### config.mk
export PLATFORM = sky130hd
export DESIGN_NAME = gpio_input_sampler
export DESIGN_NICKNAME = d
export VERILOG_FILES = /design/src/rtl/gpio_input_sampler.sv
export SDC_FILE = /design/constraint.sdc
export NUM_CORES = 1
export LEC_CHECK = 0
export ABC_AREA = 1
export ABC_CLOCK_PERIOD_IN_PS = 3240
export BUFFER_PORTS_ARGS = -buffer_cell sky130_fd_sc_hd__clkbuf_2
export CAP_MARGIN = 5
export CORE_AREA = 3 3 86 88
export CTS_BUF_LIST = sky130_fd_sc_hd__clkbuf_16
export DETAILED_ROUTE_END_ITERATION = 8
export DIE_AREA = 0 0 89 91
export PLACE_DENSITY_LB_ADDON = 0.1
export SKIP_LAST_GASP = 1
export SLEW_MARGIN = 20
export SYNTH_ARGS = -nofsm -noshare
export SYNTH_HDL_FRONTEND = slang
export SYNTH_SLANG_ARGS = --single-unit
### constraint.sdc
create_clock -name clock -period 3.24 [get_ports clock]
set_clock_uncertainty 0.05 [all_clocks]
set_input_delay 0.162 -clock clock [delete_from_list [all_inputs] [get_ports clock]]
set_output_delay 0.162 -clock clock [all_outputs]
set_load 0.05 [all_outputs]
### src/rtl/gpio_input_sampler.sv
// GPIO input sampler: two-flop synchronizer, optional per-bit debounce filter,
// rise/fall edge capture into a write-1-to-clear status register, and an OR-reduced irq.
module gpio_input_sampler #(
  parameter int NUMGPIO  = 8,
  parameter int DEBOUNCE = 4
) (
  input  logic               clock,
  input  logic               resetN,
  input  logic [NUMGPIO-1:0] pinsIn,
  input  logic [NUMGPIO-1:0] dbEnable,
  input  logic [NUMGPIO-1:0] riseEn,
  input  logic [NUMGPIO-1:0] fallEn,
  input  logic               clearValid,
  input  logic [NUMGPIO-1:0] clearMask,
  output logic [NUMGPIO-1:0] level,
  output logic [NUMGPIO-1:0] status,
  output logic               irq
);

  localparam int CW = (DEBOUNCE > 1) ? $clog2(DEBOUNCE) : 1;
  localparam logic [CW-1:0] CNT_TC = CW'(DEBOUNCE - 1);

  logic [NUMGPIO-1:0]         sync1_q, sync2_q;
  logic [NUMGPIO-1:0]         filt_q, filt_d;
  logic [NUMGPIO-1:0][CW-1:0] cnt_q, cnt_d;
  logic [NUMGPIO-1:0]         status_q, status_d;
  logic [NUMGPIO-1:0]         rise, fall, set_evt, clr_evt;

  always_comb begin
    filt_d = filt_q;
    cnt_d  = '0;
    for (int i = 0; i < NUMGPIO; i++) begin
      // bypassed bits follow sync2 directly and keep no partial count
      if (!dbEnable[i]) begin
        filt_d[i] = sync2_q[i];
      end else if (sync2_q[i] == filt_q[i]) begin
        cnt_d[i] = '0;
      end else if (cnt_q[i] == CNT_TC) begin
        filt_d[i] = sync2_q[i];
      end else begin
        cnt_d[i] = cnt_q[i] + CW'(1);
      end
    end
  end

  // edges are taken from the filter's next value so status sets with level
  assign rise     = filt_d & ~filt_q;
  assign fall     = ~filt_d & filt_q;
  assign set_evt  = (rise & riseEn) | (fall & fallEn);
  assign clr_evt  = clearValid ? clearMask : '0;
  assign status_d = (status_q & ~clr_evt) | set_evt;

  always_ff @(posedge clock or negedge resetN) begin
    if (!resetN) begin
      sync1_q  <= '0;
      sync2_q  <= '0;
      filt_q   <= '0;
      cnt_q    <= '0;
      status_q <= '0;
    end else begin
      sync1_q  <= pinsIn;
      sync2_q  <= sync1_q;
      filt_q   <= filt_d;
      cnt_q    <= cnt_d;
      status_q <= status_d;
    end
  end

  assign level  = filt_q;
  assign status = status_q;
  assign irq    = |status_q;

endmodule

==> results of run 1 <==
## cells by family (layout without fill, tap and decap cells)
| group | count (synthesis) | count (layout) | share of synthesized area (%) |
|---|---|---|---|
| AO/OA/AOI/OAI | 8 | 8 | 2.02 |
| adder cells (fa/ha/maj) | 8 | 8 | 5.06 |
| buffers and inverters | 33 | 109 | 6.33 |
| flip-flops | 48 | 48 | 60.7 |
| AND/OR/NAND/NOR | 117 | 117 | 25.9 |
## cell usage after synthesis
master   count
nand4_1      1
nor2_1      44
nand2_1     32
buf_2        1
nand3_1     24
o21ai_0      8
ha_1         8
nand2_2      8
dfrtp_1     48
or2_0        8
inv_1       32
## metal layers
metal  wire length, µm  track usage, %
met1              1830            15.4
met2              1900            17.5
met3               233            3.09
met4                29            3.35
met5                 0               0
## layout make-up
type | count | area (µm²) | area share (%)
Clock buffer | 5 | 125 | 4.81
Clock inverter | 3 | 11.3 | 0.433
Inverter | 32 | 120 | 4.62
Multi-Input combinational cell | 133 | 652 | 25.0
Sequential cell | 48 | 1200 | 46.2
Tap cell | 80 | 100 | 3.85
Timing Repair Buffer | 69 | 393 | 15.1
## path summary, 6_finish.rpt
| path | start | endpoint | slack (ps) | depth (start not counted) |
|---|---|---|---|---|
| worst min-delay path | dbEnable[0] | cnt_q[1] | 50 | 3 |
| worst min register to register | sync1_q[6] | sync2_q[6] | 300 | 0 |
| worst max-delay path | status[4] | irq | 1890 | 3 |
| worst max register to register | cnt_q[12] | cnt_q[12] | 2110 | 5 |
| max in group asynchronous | resetN | sync1_q[2] | 1960 | 3 |
| min in group asynchronous | resetN | level[2] | 450 | 2 |
## registers in the layout, summed over array words and instances (netlist names)
register and flops:
cnt_q 16, level 8, status 8, sync1_q 8, sync2_q 8
## metrics by stage
step	cells	power, W	utilization [%]
6_report	370	0.00142	38.7
3_3_place_gp	353	0.000961	35.4
3_5_place_dp	353	0.000962	35.4
5_1_grt	370	0.00152	38.7
2_1_floorplan	214	0.000863	-
4_1_cts	370	0.00146	38.7
## critical path: cells and delay by family (launching register included)
kind | cells | cell delay, ps
buffers and inverters | 1 | 250
DFF | 1 | 390
and+or+nand+nor | 2 | 210
## timing repair
item	in CTS	in global routing
setup buffers	0	0
hold buffers	9	0
hold endpoints to repair	38	0
## report_power, final
part           internal [W]  leakage, nW  switching (W)
Sequential         0.000649        0.591      0.0000326
Clock              0.000277       0.0738       0.000193
Combinational     0.0000824        0.744       0.000189
==> flow_metrics.env, run 1 <==
export IMPL_status="finished clean"
export IMPL_drt_total_wl_um=3990
export IMPL_synth_area_leaders="dfrtp_1 61%, nor2_1 8.3%, nand3_1 6.1%"
export IMPL_final_cell_area_mm2=0.00260
export IMPL_yosysTopAreaCell="dfrtp_1"
export IMPL_timing_final_crit_share_pct=41.8
export IMPL_via_per_inst=4.09
export IMPL_clockBufferDepth=2
export IMPL_numPortBuffers=59
export IMPL_relSlewSlack_pct=48.5
export IMPL_cts_resized=0
export IMPL_initial_core_util_pct=29.4
export IMPL_syn_inst=214
export IMPL_numCtsBuffers=5
export IMPL_worst_slack_ps=1890
export IMPL_setup_viol=0
export IMPL_drtPass1Iterations=4
export IMPL_final_cell_mix="59 x clkbuf_2, 48 x dfrtp_1, 44 x nor2_1"
export IMPL_dp_hpwl_um=3180
export IMPL_clkLatencyLatePin_ps=280
export IMPL_tightest_slew_ps=773
export IMPL_coreArea_mm2=0.00672
export IMPL_cts_tree="done"
export IMPL_pwr_density_cell_mw_per_mm2=547
export IMPL_die_w_um=89
export IMPL_grt_pass1_wl_um=7100
export IMPL_grt_ovfl_total=0
export IMPL_ys_ff_latch=48
export IMPL_final_nets=340
export IMPL_wl_per_cell_um=10.8
export IMPL_gp_congestion=0.734
export IMPL_postRouteAntennaNets=0
export IMPL_ir_worst_vdd_mv=0.264
export IMPL_cts_sinks=48
export IMPL_fin_crit_ps=1350
export IMPL_path_max_fanout=3
export IMPL_final_hold_violation_count=0
export IMPL_clkSlewWorstSetupHoldPaths_ps=60
export IMPL_final_common_cell="clkbuf_2"
export IMPL_tns_ps=0
export IMPL_ios=60
export IMPL_post_synth_top_area_fraction_pct=60.7
export IMPL_final_layout_size_suffix_gt1_share_pct=25.2
export IMPL_drt_iter0_drc=35
export IMPL_syn_to_final_growth_pct=31.6
export IMPL_yosysSeqAreaShare_pct=60.7
export IMPL_hp_class="in -> reg"
export IMPL_ys_warn_count=0
export IMPL_grt_max_degree=32
export IMPL_slowest_delay_ps=390
export IMPL_worst_setup_path_start_kind="flop"
export IMPL_n_antenna_cell=0
export IMPL_grt_pass1_vias=1530
export IMPL_drc=0
export IMPL_rsz0062_at_grt="false"
export IMPL_crit_chain="nor2_1 > nand4_1 > clkbuf_2"
export IMPL_antenna_found_initial=0
export IMPL_vias=1512
export IMPL_arrival_ps=1140
export IMPL_placement_cell_area_mm2=0.00238
export IMPL_fillers=715
export IMPL_hold_worst_slack_ps=48.2
export IMPL_die_y_um=91
export IMPL_crit_type="reg -> out"
export IMPL_crit_path_end_kind="output pin"
export IMPL_max_freq_mhz=738
export IMPL_grt_usage_pct=11.3
export IMPL_rows=30
export IMPL_synth_nets=265
export IMPL_p_leak_nw=1.41
export IMPL_worstPathRequired_ps=3030
export IMPL_synth_area_mm2=0.00198
export IMPL_maxSlewViolCount=0
export IMPL_drv_cap=0
export IMPL_avgSynthCellArea_um2=9.24
export IMPL_cpMaxStageDelayCell="dfrtp_1"
export IMPL_clock_root_buffer="clkbuf_16"
export IMPL_die_area_mm2=0.00810
export IMPL_place_ws_ps=2110
export IMPL_htree_levels=2
export IMPL_ys_types=11
Note: power is estimated with default switching activity, not from simulation.
==> run 2: changes to the inputs <==
--- a/config.mk
+++ b/config.mk
@@ -6,7 +6,7 @@
 export NUM_CORES = 1
 export LEC_CHECK = 0
 export ABC_AREA = 1
-export ABC_CLOCK_PERIOD_IN_PS = 3240
+export ABC_CLOCK_PERIOD_IN_PS = 1200
 export BUFFER_PORTS_ARGS = -buffer_cell sky130_fd_sc_hd__clkbuf_2
 export CAP_MARGIN = 5
 export CORE_AREA = 3 3 86 88
==> constraint.sdc (replaced) <==
create_clock -name clock -period 1.2 [get_ports clock]
set_clock_uncertainty 0.05 [all_clocks]
set_input_delay 0.06 -clock clock [delete_from_list [all_inputs] [get_ports clock]]
set_output_delay 0.06 -clock clock [all_outputs]
set_load 0.05 [all_outputs]
==> flow_metrics.env, run 2 (synthesized netlist as in run 1, its figures left out) <==
export IMPL_status="finished with violations"
export IMPL_violations="hold timing, setup timing"
export IMPL_vias=1625
export IMPL_crit_path_end_kind="output pin"
export IMPL_p_leak_nw=1.53
export IMPL_postRouteAntennaNets=0
export IMPL_relSlewSlack_pct=74.1
export IMPL_drt_iter0_drc=20
export IMPL_clockBufferDepth=2
export IMPL_die_w_um=89
export IMPL_max_freq_mhz=826
export IMPL_grt_max_degree=26
export IMPL_numPortBuffers=59
export IMPL_final_cell_mix="55 x clkbuf_2, 41 x nor2_1, 40 x dfrtp_1"
export IMPL_grt_usage_pct=11.9
export IMPL_antenna_found_initial=0
export IMPL_largest_register_ffs=16
export IMPL_final_hold_violation_count=1
export IMPL_area_sequential_mm2=0.00121
export IMPL_ios=60
export IMPL_worst_setup_path_start_kind="flop"
export IMPL_reg2reg_depth=5
export IMPL_arrival_ps=1100
export IMPL_tns_ps=-10.3
export IMPL_r2r_end="cnt_q[8]"
export IMPL_rr_startpoint="cnt_q[8]"
export IMPL_clock_root_buffer="clkbuf_16"
export IMPL_grt_ovfl_total=0
export IMPL_pwr_density_cell_mw_per_mm2=1350
export IMPL_whs_path_depth=3
export IMPL_worstPathRequired_ps=1090
export IMPL_hold_worst_slack_ps=-1.63
export IMPL_final_cells=399
export IMPL_rsz0062_at_grt="true"
export IMPL_final_nets=369
export IMPL_path_max_fanout=3
export IMPL_endpoint="irq"
export IMPL_gp_congestion=0.798
export IMPL_worst_slack_ps=-10.3
export IMPL_numCtsBuffers=5
export IMPL_dp_hpwl_um=3100
export IMPL_final_layout_size_suffix_gt1_share_pct=30.7
export IMPL_drv_cap=0
export IMPL_coreArea_mm2=0.00672
export IMPL_htree_levels=2
export IMPL_fillers=672
export IMPL_r2r_slack_ps=80
export IMPL_die_area_mm2=0.00810
export IMPL_initial_core_util_pct=29.4
export IMPL_clkSlewWorstSetupHoldPaths_ps=60
export IMPL_regMostFlops="cnt_q"
export IMPL_cts_tree="done"
export IMPL_drtPass1Iterations=4
export IMPL_wl_per_cell_um=10.8
export IMPL_syn_to_final_growth_pct=49.3
export IMPL_fin_crit_ps=1210
export IMPL_drc=0
export IMPL_timing_final_crit_share_pct=101
export IMPL_grt_pass1_wl_um=7460
export IMPL_hp_class="in -> reg"
export IMPL_drt_total_wl_um=4320
export IMPL_ir_worst_vdd_mv=0.485
export IMPL_clkLatencyLatePin_ps=280
export IMPL_rows=30
export IMPL_tightest_slew_ps=388
export IMPL_multi_input_area_um2=684
export IMPL_final_common_cell="clkbuf_2"
export IMPL_setup_viol=1
export IMPL_grt_pass1_vias=1706
export IMPL_die_y_um=91
export IMPL_n_antenna_cell=0
export IMPL_via_per_inst=4.07
export IMPL_cts_sinks=48
export IMPL_maxSlewViolCount=0
export IMPL_place_inst=354
export IMPL_crit_type="reg -> out"
export IMPL_crit_start="status[2]"
-- run 2: cell types whose count changed in the layout (fill, tap and decap cells not counted), sizes merged --
cell | previous run | this run
inv | 34 | 33
clkinv | 1 | 2
clkbuf | 64 | 61
buf | 1 | 10
dlygate4sd3 | 9 | 32
-- run 2: power by group --
group,internal (W),total [W],leakage [nW],switching (W)
logic,0.000327,0.000864,0.877,0.000538
clock network,0.000749,0.00127,0.0701,0.000525
registers,0.00176,0.00185,0.581,0.0000924
total,0.00284,0.00399,1.53,0.00115
-- run 2: final cells by class --
class                      instances  share of cell area (%)
clock buffer                       5                    4.24
tap                               80                    3.39
sequential                        48                    41.0
clock inverter                     3                   0.381
multi-input combinational        133                    23.2
inverter                          32                    4.07
timing repair buffer              98                    23.8
-- run 2: critical path: stages, from the launching register on --
cell and delay (ps):
dfrtp_2 420, nor2_1 110, nand4_1 100, clkbuf_8 190
-- run 2: per-layer routing --
| metal | vias up | share of wire [%] | track usage [%] |
|---|---|---|---|
| li1 | 863 | - | - |
| met1 | 720 | 44 | 14.6 |
| met2 | 34 | 49 | 19.7 |
| met3 | 8 | 4.8 | 3.27 |
| met4 | 0 | 1.7 | 4.59 |
| met5 | - | 0 | 0 |
-- run 2: repair_timing --
action,in CTS,in global routing
endpoints found under the setup margin,1,10
pin swaps,0,15
setup buffers,5,0
hold endpoints to repair,72,0
resized for setup,5,17
hold buffers,32,0
-- run 2: through the flow --
| step | cell area, µm² | hold slack, ps | util [%] | worst slack (ps) | total power [W] |
|---|---|---|---|---|---|
| global placement | 2420 | -44.4 | 36.0 | 100 | 0.00262 |
| global route | 2950 | 18.1 | 44.0 | -57.7 | 0.00426 |
| CTS | 2930 | 0.908 | 43.6 | -30.3 | 0.00407 |
| detailed placement | 2420 | -46.7 | 36.0 | 95.4 | 0.00262 |
| floorplan | 1990 | -286 | - | -30.1 | 0.00234 |
| finish | 2950 | -1.63 | 44.0 | -10.3 | 0.00399 |
-- run 2: worst min-delay path by stage --
stage | startpoint | endpoint | slack (ps)
2_1_floorplan | resetN | cnt_q[0] | -290
3_3_place_gp | resetN | cnt_q[12] | -40
3_5_place_dp | resetN | cnt_q[12] | -50
4_1_cts | riseEn[5] | status[5] | 0.9
5_1_grt | clearMask[3] | status[3] | 20
6_report | riseEn[6] | status[6] | -2
==> run 3: changes to the inputs <==
--- a/config.mk
+++ b/config.mk
@@ -13,7 +13,6 @@
 export CTS_BUF_LIST = sky130_fd_sc_hd__clkbuf_16
 export DETAILED_ROUTE_END_ITERATION = 8
 export DIE_AREA = 0 0 89 91
-export PLACE_DENSITY_LB_ADDON = 0.1
 export SKIP_LAST_GASP = 1
 export SLEW_MARGIN = 20
 export SYNTH_ARGS = -nofsm -noshare
==> flow_metrics.env, run 3 (synthesized netlist as in run 1, its figures left out) <==
export IMPL_finalCoreUtilization_pct=43.8
export IMPL_ios=60
export IMPL_wl_per_cell_um=10.6
export IMPL_path_max_fanout=2
export IMPL_worst_slack_ps=-21.5
export IMPL_rr_startpoint="cnt_q[10]"
export IMPL_clock_root_buffer="clkbuf_16"
export IMPL_gp_congestion=0.747
export IMPL_final_layout_size_suffix_gt1_share_pct=29.2
export IMPL_n_antenna_cell=0
export IMPL_crit_type="reg -> out"
export IMPL_placement_cell_area_mm2=0.00240
export IMPL_cts_sinks=48
export IMPL_numCtsBuffers=5
export IMPL_drt_total_wl_um=4230
export IMPL_largest_register_ffs=16
export IMPL_arrival_ps=1110
export IMPL_relSlewSlack_pct=80.8
export IMPL_die_y_um=91
export IMPL_postRouteAntennaNets=0
export IMPL_crit_start="status[0]"
export IMPL_clkLatencyLatePin_ps=280
export IMPL_via_per_inst=4.18
export IMPL_max_freq_mhz=819
export IMPL_htree_levels=2
export IMPL_violations="setup timing"
export IMPL_fin_crit_ps=1220
export IMPL_hp_class="in -> reg"
export IMPL_final_common_cell="clkbuf_2"
export IMPL_clockBufferDepth=2
export IMPL_rsz0062_at_grt="true"
export IMPL_multi_input_area_um2=667
export IMPL_grt_pass1_wl_um=7200
export IMPL_pwr_density_cell_mw_per_mm2=1430
export IMPL_worst_setup_path_start_kind="flop"
export IMPL_die_w_um=89
export IMPL_final_cell_mix="55 x clkbuf_2, 41 x nor2_1, 40 x dfrtp_1"
export IMPL_area_sequential_mm2=0.00121
export IMPL_ir_worst_vdd_mv=0.505
export IMPL_syn_to_final_growth_pct=48.9
export IMPL_grt_pass1_vias=1719
export IMPL_dp_hpwl_um=2960
export IMPL_vias=1663
export IMPL_drv_cap=0
export IMPL_status="finished with violations"
export IMPL_final_nets=368
export IMPL_setup_viol=1
export IMPL_die_area_mm2=0.00810
export IMPL_timing_final_crit_share_pct=102
export IMPL_worstPathRequired_ps=1090
export IMPL_numPortBuffers=59
export IMPL_antenna_found_initial=0
export IMPL_r2r_slack_ps=70
export IMPL_p_leak_nw=1.54
export IMPL_final_cell_area_mm2=0.00295
export IMPL_reg2reg_depth=5
export IMPL_rows=30
export IMPL_cts_tree="done"
export IMPL_drtPass1Iterations=4
export IMPL_grt_usage_pct=11.3
export IMPL_hold_worst_slack_ps=5.72
export IMPL_tightest_slew_ps=289
export IMPL_drc=0
export IMPL_initial_core_util_pct=29.4
export IMPL_regMostFlops="cnt_q"
export IMPL_endpoint="irq"
export IMPL_crit_path_end_kind="output pin"
export IMPL_final_hold_violation_count=0
export IMPL_maxSlewViolCount=0
export IMPL_coreArea_mm2=0.00672
export IMPL_clkSlewWorstSetupHoldPaths_ps=60
export IMPL_grt_ovfl_total=0
export IMPL_grt_max_degree=49
export IMPL_drt_iter0_drc=21
export IMPL_fillers=640
export IMPL_r2r_end="cnt_q[10]"
export IMPL_tns_ps=-21.5
run 3: worst min path at each step:
stage          slack (ps)   endpoint          from  depth (start not counted)
2_1_floorplan        -290   cnt_q[0]        resetN                          0
4_1_cts               0.3  status[4]  clearMask[4]                          4
5_1_grt                10  status[4]  clearMask[4]                          4
3_3_place_gp           20   cnt_q[7]        resetN                          2
6_report                6  status[4]  clearMask[4]                          4
3_5_place_dp           20   cnt_q[9]        resetN                          2
run 3: through the flow:
step           worst slack (ps)  std cells  power, W
2_1_floorplan             -30.1        214   0.00234
3_5_place_dp               73.1        353   0.00261
4_1_cts                   -32.8        397   0.00429
5_1_grt                   -79.8        398   0.00446
3_3_place_gp                113        353   0.00260
6_report                  -21.5        398   0.00421
run 3: final cells by class:
cell class,count,share of cell area [%]
clock buffers,5,4.25
clock inverters,3,1.32
inverters,32,4.08
multi-input cells,133,22.6
flip-flops and latches,48,41.1
well taps,80,3.40
repair buffers,97,23.2
run 3: metal layers:
layer	global-route usage, %	vias to the layer above	routed length (µm)
met3	3.09	2	174
met4	2.98	0	27
li1	-	867	-
met2	20.4	31	2240
met1	12.8	763	1790
met5	0	-	0
run 3: timing repair:
item	in CTS	in global routing
endpoints found under the setup margin	1	6
setup buffers	4	1
resized for setup	4	9
hold buffers	32	0
pin swaps	2	4
hold endpoints to repair	72	0
run 3: power by group:
part	switching, W	internal, W	total [W]
Clock	0.000543	0.000970	0.00151
Combinational	0.000531	0.000316	0.000847
Sequential	0.0000927	0.00176	0.00185
Total	0.00117	0.00305	0.00421
run 3: worst max-delay path, stage by stage, from the launching register on:
cell     delay [ps]
dfrtp_2         410
nor2_2          120
nand4_1         130
buf_8           180
